<file path="src/rtl/branch_resolve_unit.sv">
// Branch resolve unit: a small FIFO of branch requests feeding a single output
// register that carries the resolved direction, mispredict flag and a saturating mispredict count.
module branch_resolve_unit #(
    parameter int DATA_W = 16,
    parameter int ROB_W  = 4,
    parameter int DEPTH  = 4,
    parameter int JS_MSB = 0
) (
    input  logic              clk,
    input  logic              reset,
    input  logic              flush,
    input  logic              in_valid,
    output logic              in_ready,
    input  logic [3:0]        opcode,
    input  logic [ROB_W-1:0]  in_index,
    input  logic [DATA_W-1:0] vt,
    input  logic [DATA_W-1:0] va,
    input  logic              pred_taken,
    output logic              out_valid,
    input  logic              out_ready,
    output logic [ROB_W-1:0]  rob_index,
    output logic [DATA_W-1:0] branch_target,
    output logic              branch_taken,
    output logic              mispredict,
    output logic [15:0]       mispredict_count
);

    localparam int PTR_W   = $clog2(DEPTH);
    localparam int ENTRY_W = ROB_W + 2*DATA_W + 5;
    localparam logic [PTR_W:0] CNT_FULL = (PTR_W+1)'(DEPTH);

    localparam logic [3:0] OP_JZ  = 4'b1000;
    localparam logic [3:0] OP_JNZ = 4'b1001;
    localparam logic [3:0] OP_JS  = 4'b1010;
    localparam logic [3:0] OP_JNS = 4'b1011;
    localparam logic [3:0] OP_JMP = 4'b1100;

    // Handshake: a transfer happens on an edge where valid && ready; the producer
    // holds its payload stable while valid is high and ready is low.
    logic [ENTRY_W-1:0] r_mem [DEPTH];
    logic [PTR_W-1:0]   r_wr_ptr;
    logic [PTR_W-1:0]   r_rd_ptr;
    logic [PTR_W:0]     r_count;

    logic              r_out_valid;
    logic [ROB_W-1:0]  r_rob_index;
    logic [DATA_W-1:0] r_branch_target;
    logic              r_branch_taken;
    logic              r_mispredict;
    logic [15:0]       r_mispredict_count;

    logic              w_push;
    logic              w_pop;
    logic              w_out_fire;
    logic [ENTRY_W-1:0] w_head;
    logic [3:0]        w_head_op;
    logic [ROB_W-1:0]  w_head_idx;
    logic [DATA_W-1:0] w_head_vt;
    logic [DATA_W-1:0] w_head_va;
    logic              w_head_pred;
    logic              w_sign;
    logic              w_taken;

    assign in_ready   = (r_count < CNT_FULL);
    assign w_out_fire = r_out_valid && out_ready;
    assign w_push     = in_valid && in_ready && !flush && !reset;
    assign w_pop      = (r_count != '0) && (!r_out_valid || out_ready) && !flush && !reset;

    // Entry layout, MSB first: opcode, tag, target, operand, prediction.
    assign w_head      = r_mem[r_rd_ptr];
    assign w_head_op   = w_head[ENTRY_W-1 -: 4];
    assign w_head_idx  = w_head[ENTRY_W-5 -: ROB_W];
    assign w_head_vt   = w_head[2*DATA_W:DATA_W+1];
    assign w_head_va   = w_head[DATA_W:1];
    assign w_head_pred = w_head[0];

    assign w_sign = (JS_MSB != 0) ? w_head_va[DATA_W-1] : w_head_va[0];

    always_comb begin
        w_taken = 1'b0;
        case (w_head_op)
            OP_JZ:   w_taken = (w_head_va == '0);
            OP_JNZ:  w_taken = (w_head_va != '0);
            OP_JS:   w_taken = w_sign;
            OP_JNS:  w_taken = !w_sign;
            OP_JMP:  w_taken = 1'b1;
            default: w_taken = 1'b0;
        endcase
    end

    always_ff @(posedge clk) begin
        if (w_push) begin
            r_mem[r_wr_ptr] <= {opcode, in_index, vt, va, pred_taken};
        end
    end

    always_ff @(posedge clk) begin
        if (reset || flush) begin
            r_wr_ptr <= '0;
            r_rd_ptr <= '0;
            r_count  <= '0;
        end else begin
            if (w_push) begin
                r_wr_ptr <= r_wr_ptr + 1'b1;
            end
            if (w_pop) begin
                r_rd_ptr <= r_rd_ptr + 1'b1;
            end
            case ({w_push, w_pop})
                2'b10:   r_count <= r_count + 1'b1;
                2'b01:   r_count <= r_count - 1'b1;
                default: r_count <= r_count;
            endcase
        end
    end

    always_ff @(posedge clk) begin
        if (reset) begin
            r_out_valid        <= 1'b0;
            r_rob_index        <= '0;
            r_branch_target    <= '0;
            r_branch_taken     <= 1'b0;
            r_mispredict       <= 1'b0;
            r_mispredict_count <= '0;
        end else if (flush) begin
            // Flush discards the result in flight but keeps the statistic.
            r_out_valid <= 1'b0;
        end else begin
            if (w_pop) begin
                r_out_valid     <= 1'b1;
                r_rob_index     <= w_head_idx;
                r_branch_target <= w_head_vt;
                r_branch_taken  <= w_taken;
                r_mispredict    <= w_taken ^ w_head_pred;
            end else if (w_out_fire) begin
                r_out_valid <= 1'b0;
            end
            if (w_out_fire && r_mispredict && (r_mispredict_count != 16'hFFFF)) begin
                r_mispredict_count <= r_mispredict_count + 16'd1;
            end
        end
    end

    assign out_valid        = r_out_valid;
    assign rob_index        = r_rob_index;
    assign branch_target    = r_branch_target;
    assign branch_taken     = r_branch_taken;
    assign mispredict       = r_mispredict;
    assign mispredict_count = r_mispredict_count;

endmodule

</file>
<file path="config.mk">
export PLATFORM = sky130hd
export DESIGN_NAME = branch_resolve_unit
export DESIGN_NICKNAME = d
export VERILOG_FILES = /design/src/rtl/branch_resolve_unit.sv
export SDC_FILE = /design/constraint.sdc
export NUM_CORES = 1
export LEC_CHECK = 0
export ABC_CLOCK_PERIOD_IN_PS = 3900
export BUFFER_PORTS_ARGS = -buffer_cell sky130_fd_sc_hd__buf_4
export CAP_MARGIN = 20
export CORE_AREA = 2 2 144 146
export DETAILED_ROUTE_END_ITERATION = 6
export DIE_AREA = 0 0 146 148
export PLACE_DENSITY = 0.64
export SLEW_MARGIN = 20
export SYNTH_ARGS = -nofsm -noshare
export SYNTH_HDL_FRONTEND = slang
export SYNTH_SLANG_ARGS = --single-unit
</file>
<file path="constraint.sdc">
create_clock -name clk -period 3.9 [get_ports clk]
set_input_delay 0 -clock clk [delete_from_list [all_inputs] [get_ports clk]]
set_output_delay 0 -clock clk [all_outputs]
set_load 0.05 [all_outputs]
</file>
-- Word-level counts from Yosys, hierarchy flattened
Memory sizes are Yosys's and may differ from the RTL's. A register that Yosys moved wholly into a read port is not among the register bits.
Index checks and enable logic that the tools add are counted.
- flip-flop bits (word level): 46
- memory bits (writable): 164
- output and inout port bits: 40
- logic and storage cells: 57
- memories kept: 1
- $add $sub $neg: 5
- magnitude comparators: 1
- equality and inequality tests: 8
- mux-type cells: 8
- bitwise gates (word level): 2
- reductions and logical operators: 23
- memories (name ; depth ; bits a word ; rd ports ; clocked after Yosys merged registers in ; write ports ; RTL line ; text):
    r_mem ; 4 ; 41 ; 1 ; 1 ; 1 ; 40 ; logic [ENTRY_W-1:0] r_mem [DEPTH];
- operator list (cell ; count):
    == test 4 bit (second input constant) ; 5
    adder 16 x 1 -> 16 bit (second input constant) ; 1
    zero test 16 bit ; 1
    inequality test 16 bit (second input constant) ; 1
    nonzero test 16 bit ; 1
    logical AND 1 bit ; 9
    one-hot mux 3 bit (2 select lines) ; 1
    one-hot mux 1 bit (5 select lines) ; 1
    adder 2 x 1 -> 2 bit (second input constant) ; 2
    zero test 1 bit ; 4
    two-way mux 1 bit ; 4
    two-way mux 2 bit ; 2
    AND reduction 2 bit ; 2
    nonzero test 2 bit ; 2
    adder 3 x 1 -> 3 bit (second input constant) ; 1
    < comparator 3 bit (second input constant) ; 1
    nonzero test 3 bit ; 1
    subtractor 3 x 1 -> 3 bit (second input constant) ; 1
    == test 2 x 1 -> 1 bit (second input constant) ; 1
    == test 2 bit (second input constant) ; 1
    logical OR 1 bit ; 2
    OR reduction 2 bit ; 1
    inverter 1 bit ; 1
    XOR 1 bit ; 1

-- Depth between registers and ports, before layout
- word-level depth: 7
- mapped depth: 10

-- Least setup slack after synthesis
OpenSTA, ideal clock, no wires.
- path kind: flip-flop to flip-flop
- from: register r_out_valid (netlist: out_valid)
- to: register r_count[2]
- library setup time: 70 ps
- data arrival time: 2495 ps
- slack: 1334 ps
- stages on the path, launching flop included: 11
- buffers on the path: 1
- clock period less this slack: 2566 ps
- cells stage by stage: dfxtp_1 or2b_1 nand3b_1 clkinv_1 clkbuf_1 ha_1 inv_1 fa_1 xor2_1 or3_1 a21oi_1
- word-level cells in the longest chain between the ends: 7
- elaborated cells on any way between the ends: 9
- ends and longest elaborated chain (what ; RTL line ; text):
    start, declared ; 45 ; logic r_out_valid;
    start signal, assigned ; 119 ; r_out_valid <= 1'b0;
    start signal, assigned ; 127 ; r_out_valid <= 1'b0;
    start signal, assigned ; 130 ; r_out_valid <= 1'b1;
    zero test 1 bit * ; 67 ; assign w_pop = (r_count != '0) && (!r_out_valid || out_ready) && !flush && !reset;
    logical OR 1 bit * ; 67 ;
    logical AND 1 bit * (3 in series) ; 67 ;
    via w_pop ; 53 ; logic w_pop;
    == test 2 x 1 -> 1 bit / == test 2 bit (equally long branches) ; 109 ; case ({w_push, w_pop})
    one-hot mux 3 bit (2 select lines) / nonzero test 2 bit (equally long branches) ; - ;
    end signal, assigned ; 110 ; 2'b10: r_count <= r_count + 1'b1;
    end signal, assigned ; 111 ; 2'b01: r_count <= r_count - 1'b1;
    end signal, assigned ; 112 ; default: r_count <= r_count;
    end, declared ; 43 ; logic [PTR_W:0] r_count;
The timed path passes the listed nets; every way through them passes the cells marked *.
A chain may end at the register's enable or synchronous reset.

-- Worst setup path in the final report
- from: input reset
- to: register r_count[2]
- word-level cells in the longest chain between the ends: 4
- elaborated cells on any way between the ends: 8
- ends and longest elaborated chain (what ; RTL line ; text):
    start, declared ; 10 ; input logic reset,
    zero test 1 bit ; 66, 67 ;
    logical AND 1 bit (on tied branches) ; 67, 66 ;
    == test 2 x 1 -> 1 bit / == test 2 bit (equally long branches) ; 109 ;
    one-hot mux 3 bit (2 select lines) / nonzero test 2 bit (equally long branches) ; - ;
Parallel ways exist; a longest one is shown, timed or not.

==> results.json <==
{
  "cap_violations": 0,
  "cts_sinks": 212,
  "hold_path.class": "input pin to flop",
  "place_hpwl_um": 9160,
  "post-route-period-util_pct": 56.7,
  "yosysSeqAreaShare_pct": 75.0,
  "critPathKind": "input pin to flop",
  "antenna_found_initial": 0,
  "rows": 52,
  "path_max_fanout": 40,
  "ff2ff_setup_slack_ns": 1.73,
  "gp_congestion": 0.704,
  "ctsResizeCount": 0,
  "synth_area_per_cell_um2": 16.4,
  "netlist_area_um2": 7840,
  "ctsHtreeMaxLevel": 1,
  "status": "finished, final reports clean",
  "ant_nets": 0,
  "drcViolationCount": 0,
  "layout-drive-gt1-share_pct": 25.9,
  "multi_input_area_um2": 1820,
  "core_region_area_um2": 20000,
  "holdWs_ns": 0.0703,
  "netlist_instances": 479,
  "fp.dieW_um": 146,
  "grt_pass1_wl_um": 23400,
  "cp-start-kind": "input pin",
  "timing_hold_violations_final": 0,
  "antenna_cells": 0,
  "netlist.area_leader.share_pct": 62.8,
  "via_per_inst": 4.92,
  "worstPathArrival_ns": 2.63,
  "die_h_um": 148,
  "grt_max_degree": 42,
  "vdd_drop_max_mv": 0.320,
  "rsz0062_at_grt": "no",
  "clkTransAtPathRegs_ns": 0.06,
  "dr.pass1.iters": 4,
  "slew_violations": 0,
  "initial_utilization_pct": 39.1,
  "pin_count": 86,
  "async_reset_ff_share_pct": 0,
  "synth_top_area_cell": "edfxtp_1",
  "overflow": 0,
  "syn_nets": 532,
  "cts_buffers": 23,
  "fin_crit_ns": 2.21,
  "max_slew_margin_pct": 30.9,
  "yosys-top-cells-area": "edfxtp_1 63%, dfxtp_1 12%, mux4_2 7.5%",
  "synth_enable_flop_cells": 164,
  "vias": 4458,
  "worstMarginPinSlew_ns": 1.04,
  "grtUsageTotal_pct": 13.7,
  "grt_pass1_vias": 4577,
  "final_nets": 673,
  "first_iter_violations": 273,
  "portBuffers": 85,
  "cts_root_buffer": "clkbuf_16",
  "required_ns": 4.32,
  "fin_setup_tns_ns": 0,
  "fillCellCount": 1708,
  "ys_types": 46,
  "cts_tree": "done",
  "die-area_um2": 21600,
  "wl_um": 14800,
  "setup_violations": 0,
  "synthToLayoutAreaGrowth_pct": 27.0,
  "power_density_nw_per_um2": 468,
  "synth_seq_cells": 212,
  "final-seq-area_um2": 5890,
  "end_kind": "flop",
  "ys.flop_type": "edfxtp_1",
  "leakage_uw": 0.00334,
  "yosys_warnings": 0,
  "clock.fmax_mhz": 452,
  "insertion_delay_ns": 0.49,
  "wl_per_cell_um": 16.4,
  "clk_path_buf_depth": 3,
  "mostFrequentLayoutCells": "164 x edfxtp_1, 88 x buf_4, 53 x nand2_1",
  "mostFrequentLayoutCell": "edfxtp_1",
  "skew_ns": 0.00651
}
## Yosys cell counts (2+ instances only)
cell type and count:
edfxtp_1 164, nand2_1 53, dfxtp_1 48, a21oi_1 30
nor2_1 28, mux4_2 26, nor4_1 16, clkbuf_1 12
inv_1 12, xor2_1 10, nand3_1 8, and3_1 6
ha_1 6, o21ai_0 6, or3_1 6, xnor2_1 6
nand4_1 5, and4_1 3, buf_2 3, o211ai_1 3
clkbuf_8 2, nor3_1 2
## flip-flops by register name, indices dropped and copies added (netlist names), named ones only
| register | cells |
|---|---|
| mispredict_count | 16 |
| r_wr_ptr | 2 |
| rob_index | 4 |
| out_valid | 1 |
| r_count | 3 |
| branch_taken | 1 |
| mispredict | 1 |
| r_rd_ptr | 2 |
| r_mem | 164 |
| branch_target | 16 |
## critical path: stages
cell and delay (ns):
dlygate4sd3_1 0.53, buf_4 0.27, nor2_1 0.33, nand3b_1 0.15, clkinv_1 0.09, ha_1 0.18, inv_1 0.07, fa_1 0.38
xor2_1 0.16, or3_1 0.30, a21oi_1 0.16
## through the flow
stage | worst slack (ns) | cells | area (µm²) | util [%] | power, µW
finish | 1.69 | 906 | 9960 | 49.7 | 4660
global route | 1.52 | 906 | 9960 | 49.7 | 4820
CTS | 1.69 | 905 | 9930 | 49.5 | 4720
detailed placement | 1.70 | 819 | 8750 | 43.7 | 2620
global placement | 1.77 | 819 | 8750 | 43.7 | 2620
floorplan | 1.33 | 479 | 7840 | - | 2550
## report_power, final
part	switching (µW)	internal, µW
Sequential	6.82	2450
Clock	834	1220
Combinational	72.5	78.9
Total	913	3750
## kinds of logic after synthesis
logic type                 share of synthesized area (%)
and+or+nand+nor                                     8.76
muxes                                               7.59
xor gates and xnor gates                            1.79
AOI/OAI and AO/OA                                   3.72
adders and majority gates                           1.21
buffers and inverters                               1.88
DFF                                                 75.0
## worst paths after layout
check / to / cells after the start / from
setup / recovery: r_count[2] / 11 / reset
hold / removal: r_wr_ptr[0] / 4 / in_valid
setup reg to reg: mispredict / 6 / flop
hold reg to reg: branch_target[10] / 2 / branch_target[10]
## what timing repair did
| item | CTS | global route |
|---|---|---|
| endpoints found under the setup margin | 0 | 0 |
| setup buffers | 0 | 0 |
| endpoints found under the hold margin | 210 | 0 |
| hold buffers | 45 | 0 |
## area by class of cell
cell class / count / share of cell area (%)
sequential: 212 / 59.1
timing repair buffer: 134 / 11.4
tap: 270 / 3.39
clock inverter: 16 / 1.44
clock buffer: 25 / 5.86
inverter: 13 / 0.490
multi-input combinational: 236 / 18.3
## routing by layer
metal / up-vias / share of wire (%) / global-route usage [%]
li1: 2119 / - / -
met1: 2208 / 45 / 17.5
met2: 109 / 49 / 23.9
met3: 22 / 4.3 / 2.90
met4: 0 / 1.8 / 3.74
met5: - / 0 / 0
(Power assumes the default switching activity.)
